[src/rtl/fir4sum_decoder.sv]
// rtl/fir4sum_decoder.sv - inverse 4-tap moving-sum decoder with range check and sticky fault
module fir4sum_decoder #(
    parameter int W = 16
) (
    input  logic           clk,
    input  logic           reset,
    input  logic           clear,
    input  logic           in_valid,
    input  logic [W+1:0]   in_sum,
    output logic           out_valid,
    output logic [W-1:0]   out_data,
    output logic           fault,
    output logic [7:0]     err_cnt
);

    typedef enum logic [1:0] {
        ST_IDLE  = 2'd0,
        ST_RUN   = 2'd1,
        ST_FAULT = 2'd2
    } state_t;

    state_t         state_q;

    // Stage 1: registered input sample
    logic           s1_valid_q;
    logic [W+1:0]   s1_sum_q;

    // Recursion history: last accepted sum and the last four reconstructed samples
    logic [W+1:0]   y_prev_q;
    logic [W-1:0]   h1_q, h2_q, h3_q, h4_q;

    // Stage 2: registered outputs
    logic           out_valid_q;
    logic [W-1:0]   out_data_q;
    logic           fault_q;
    logic [7:0]     err_cnt_q;

    logic signed [W+3:0] diff;
    logic signed [W+3:0] recon;
    logic                in_range;
    logic                process_s2;
    logic                good_s2;
    logic                bad_s2;

    // Reconstruct x[k] = y[k] - y[k-1] + x[k-4] and classify it against the W-bit range
    always_comb begin
        diff       = $signed({2'b00, s1_sum_q}) - $signed({2'b00, y_prev_q});
        recon      = diff + $signed({4'b0000, h4_q});
        in_range   = (recon[W+3:W] == 4'b0000);
        process_s2 = s1_valid_q && (state_q != ST_FAULT);
        good_s2    = process_s2 && in_range;
        bad_s2     = process_s2 && !in_range;
    end

    // Pipeline, history and FSM; a fault blocks the sample entering stage 1 on the same edge
    always_ff @(posedge clk) begin
        if (reset) begin
            state_q     <= ST_IDLE;
            s1_valid_q  <= 1'b0;
            s1_sum_q    <= '0;
            y_prev_q    <= '0;
            h1_q        <= '0;
            h2_q        <= '0;
            h3_q        <= '0;
            h4_q        <= '0;
            out_valid_q <= 1'b0;
            out_data_q  <= '0;
            fault_q     <= 1'b0;
            err_cnt_q   <= '0;
        end else if (clear) begin
            state_q     <= ST_IDLE;
            s1_valid_q  <= 1'b0;
            y_prev_q    <= '0;
            h1_q        <= '0;
            h2_q        <= '0;
            h3_q        <= '0;
            h4_q        <= '0;
            out_valid_q <= 1'b0;
            fault_q     <= 1'b0;
        end else begin
            s1_valid_q  <= in_valid && (state_q != ST_FAULT) && !bad_s2;
            if (in_valid) begin
                s1_sum_q <= in_sum;
            end
            out_valid_q <= good_s2;
            if (good_s2) begin
                out_data_q <= recon[W-1:0];
                y_prev_q   <= s1_sum_q;
                h1_q       <= recon[W-1:0];
                h2_q       <= h1_q;
                h3_q       <= h2_q;
                h4_q       <= h3_q;
                if (state_q == ST_IDLE) begin
                    state_q <= ST_RUN;
                end
            end
            if (bad_s2) begin
                state_q <= ST_FAULT;
                fault_q <= 1'b1;
                if (err_cnt_q != 8'hFF) begin
                    err_cnt_q <= err_cnt_q + 8'd1;
                end
            end
        end
    end

    assign out_valid = out_valid_q;
    assign out_data  = out_data_q;
    assign fault     = fault_q;
    assign err_cnt   = err_cnt_q;

endmodule
[config.mk]
export PLATFORM = sky130hd
export DESIGN_NAME = fir4sum_decoder
export DESIGN_NICKNAME = d
export VERILOG_FILES = /design/src/rtl/fir4sum_decoder.sv
export SDC_FILE = /design/constraint.sdc
export NUM_CORES = 1
export LEC_CHECK = 0
export CORE_MARGIN = 2
export CORE_UTILIZATION = 28
export DETAILED_ROUTE_END_ITERATION = 10
export GPL_TIMING_DRIVEN = 1
export SETUP_SLACK_MARGIN = 0.1
export SYNTH_ARGS = -nofsm -noshare
export SYNTH_HDL_FRONTEND = slang
export SYNTH_SLANG_ARGS = --single-unit
[constraint.sdc]
create_clock -name clk -period 9.1 [get_ports clk]
set_clock_uncertainty 0.1 [all_clocks]
set_input_delay 1.82 -clock clk [delete_from_list [all_inputs] [get_ports clk]]
set_output_delay 1.82 -clock clk [all_outputs]
set_load 0.01 [all_outputs]
==> key figures <==
STA
  • Fmax achieved: around 160 MHz
  • Slew Viols, Final: 0
  • Final period util: approximately 70%
  • Fin Setup TNS: 0 ns
  • Worst slew pin tran: 1.15 ns
  • WHS: 0.360 ns
  • Fin. Hold Viols: 0
  • Fin crit period: 6.38 ns
  • Final Setup Violations: 0
  • Slew margin rel.: between 20 and 25%
  • RSZ-0062 raised after global routing: no

Clock network
  • Root buffer cell: clkbuf_16
  • Clock Tree Buf Depth: 2
  • # H-tree levels: 4
  • Hold_buf cts: 0
  • Number of buffers created by CTS: 17
  • Skew-Pair Late Insertion Delay: 0.42 ns
  • Worst-path clk slew: 0.06 ns
  • Setup repair bufs after CTS: 0
  • TritonCTS clock tree: done
  • CTS Sinks: about 130
  • Post-CTS sizing: 0

Die
  • Die ar.: 25300 sq um
  • Row cnt: 56
  • Initial core utilization: 28.5%
  • Chip Width: 159 um
  • I/O pin cnt: 48
  • Die height: 159 um
  • Core ar.: 23500 sq um

Global routing
  • GRT Overall Usage: 13.3%
  • Vias in the first global route: 5404
  • Met1 Use GR: between 10% and 20%
  • Met2 Use GR: 21.0%
  • Remaining Overflow, GRT: 0
  • Largest net degree at the start of global routing: 48
  • Top Usage Layer GRT: met2
  • First-pass GRT wire length: between 20 and 30 mm
  • GR Layer Usage met3: 3.37%
  • Initial antenna violation count: 0

Placed design
  • Gpl congestion: 0.887
  • Port bufs: 47
  • Post-detail-place hpwl: 11.5 mm

Synth
  • Largest area contributor in the netlist: dfxtp_1
  • Synth area leaders: dfxtp_1 (38%), mux2i_1 (7.9%), nand2_1 (6.6%)
  • Sequential share of the synthesized area: 38.4%
  • Cells after synthesis: 776
  • Mean Syn Cell Area: 8.66 sq um
  • EDFF count, synth: 0
  • Fraction of registers with async set/reset: 0%
  • Post-Syn Area: between 6000 and 7000 sq um
  • Syn Nets: 835
  • Flops & latches, synth: 129
  • Top cell type's share of synthesized area: 38.4%
  • Synth Flop Type: dfxtp_1
  • Yosys synthesis warning count: 0
  • Post-synthesis cell type count: 63

Power
  • Switch share: approximately 28%
  • Internal power: roughly 0.0011 W
  • Clock power frac: 45.8%
  • Gate power share: 15.8%
  • Pwr Total: between 0.0015 and 0.002 W
  • Flop pwr share: between 30% and 40%
  • Worst vdd ir: 0.000114 V
  • Static Leak: 3.08 nW
  • P_sw: between 0.0004 and 0.0005 W
  • Pwr Density: 187 nW/um^2

Min path
  • Worst Hold Launch: h3_q[7]$_SDFFE_PP0P_
  • Hold Crit Depth: 2
  • Hold crit path type: reg -> reg

Detailed routing
  • DRC: 0
  • DR iter-0 viols: 477
  • Routed via count: 5675
  • Total routed wirelength: 16.6 mm
  • Routed len/inst: approximately 15 um
  • Antenna Violating Nets Remaining: 0
  • Vias per cell: 5.01
  • Drt pass-1 iters: 6

Setup path
  • CP startpoint: s1_sum_q[0]$_SDFFE_PP0P_
  • Origin of the critical flop-to-flop path: s1_sum_q[0]$_SDFFE_PP0P_
  • CP max-delay cell: nand2_2
  • Slowest cell delay on critical path: 0.77 ns
  • Critical Path Start Type: flip-flop
  • Critical path class: reg -> reg
  • Critical path endpoint category: flip-flop
  • R2r setup slk: 2.72 ns
  • CP Max Fanout: 44
  • CP Cell Sequence: inv_1, ha_1, fa_1, nand2b_1, a21oi_1, nor2_1, o21ai_0, and2_1, o21a_1, nor2_1, xnor2_1, ha_1, inv_1, nor3_1, o2111ai_1, a32oi_1, a31o_2, o2111a_1, mux2_4, nand2_2, o31ai_1
  • Crit path DAT: 6.60 ns
  • WP data required: 9.31 ns
  • Worst R2R Path Depth: 21

Layout
  • Share of cells above drive strength 1: 7.99%
  • Layout area overhead: 19.6%
  • Diode count: 0
  • Fin nets: 863
  • Commonest cells after routing, fill and taps aside: dfxtp_1 (129), nand2_1 (118), a21oi_1 (67)
  • Commonest non-fill, non-tap cell in the layout: dfxtp_1

Outcome
  • Outcome: finished, final reports clean

Flow run
  • MaxCap Viol Count: 0
worst paths after layout:
check                              end
hold reg to reg   h4_q[7]$_SDFFE_PP0P_
setup reg to reg  h1_q[9]$_SDFFE_PP0P_
hold / removal    h4_q[7]$_SDFFE_PP0P_
setup / recovery  h1_q[9]$_SDFFE_PP0P_
power by group through the flow:
stage | clock, W | sequential (W) | combinational (W)
after floorplan | 0 | 0.000589 | 0.000171
after detailed placement | 0 | 0.000590 | 0.000234
final | 0.000689 | 0.000578 | 0.000237
after global routing | 0.000727 | 0.000578 | 0.000260
after global placement | 0 | 0.000590 | 0.000235
after CTS | 0.000697 | 0.000578 | 0.000236
cell families (layout without fill, tap and decap cells):
kind of cell | Yosys count | in the layout | synth area share [%]
buffers and inverters | 82 | 120 | 5.05
AOI/OAI and AO/OA | 186 | 186 | 18.1
muxes | 68 | 68 | 10.5
DFF | 129 | 129 | 38.4
xor gates and xnor gates | 28 | 28 | 3.65
and+or+nand+nor | 246 | 246 | 17.1
adders and majority gates | 37 | 37 | 7.11
sequential cells by signal (all words and copies together) (netlist names):
register / count
out_valid: 1
h3_q: 16
state_q: 2
y_prev_q: 18
err_cnt: 8
s1_sum_q: 18
out_data: 16
h2_q: 16
fault: 1
h4_q: 16
h1_q: 16
s1_valid_q: 1
worst max-delay path, delay by kind of cell, from the launching register on:
family,cells,cell delay [ns]
AO/OA/AOI/OAI,8,2.38
AND/OR/NAND/NOR,6,1.48
adder cells (fa/ha/maj),3,1.04
multiplexers,1,0.63
flip-flops,1,0.35
buffers and inverters,2,0.16
XOR/XNOR,1,0.12
metrics by stage:
stage | utilization (%) | instances | worst slack (ns) | cell area [sq um]
final | 34.1 | 1133 | 2.72 | 8040
after global routing | 34.1 | 1133 | 2.07 | 8040
after CTS | 34.1 | 1133 | 2.70 | 8040
after detailed placement | 31.7 | 1104 | 2.77 | 7460
after global placement | 31.7 | 1104 | 2.90 | 7460
after floorplan | - | 776 | 4.45 | 6720
layout make-up:
type                            instances  area, sq um
Clock buffer                           18          439
Clock inverter                         11          141
Fill cell                            2494        15500
Inverter                               36          135
Multi-Input combinational cell        565         3810
Sequential cell                       129         2580
Tap cell                              319          399
Timing Repair Buffer                   55          526
metal layers:
layer / wire length [um] / vias to the layer above
met5: 0 / -
met1: 8350 / 2697
met4: 154 / 0
met2: 7260 / 123
met3: 807 / 13
li1: - / 2842
cell usage after synthesis, types with 4 or more instances:
cell type	count
mux2i_1	53
clkbuf_1	31
o31ai_1	26
inv_1	36
nor3_1	5
a21oi_1	67
mux2_2	13
o41ai_1	4
nor2_1	42
xnor2_1	21
a222oi_1	9
o211ai_1	5
ha_1	35
xor2_1	7
nand2b_1	7
and3_1	4
nand3_1	15
a21o_1	10
nor2b_1	7
nand4_1	21
or4_1	8
dfxtp_1	129
buf_2	7
buf_1	4
o21ai_0	26
nand2_1	119
a211oi_1	6
(Power assumes the default switching activity.)
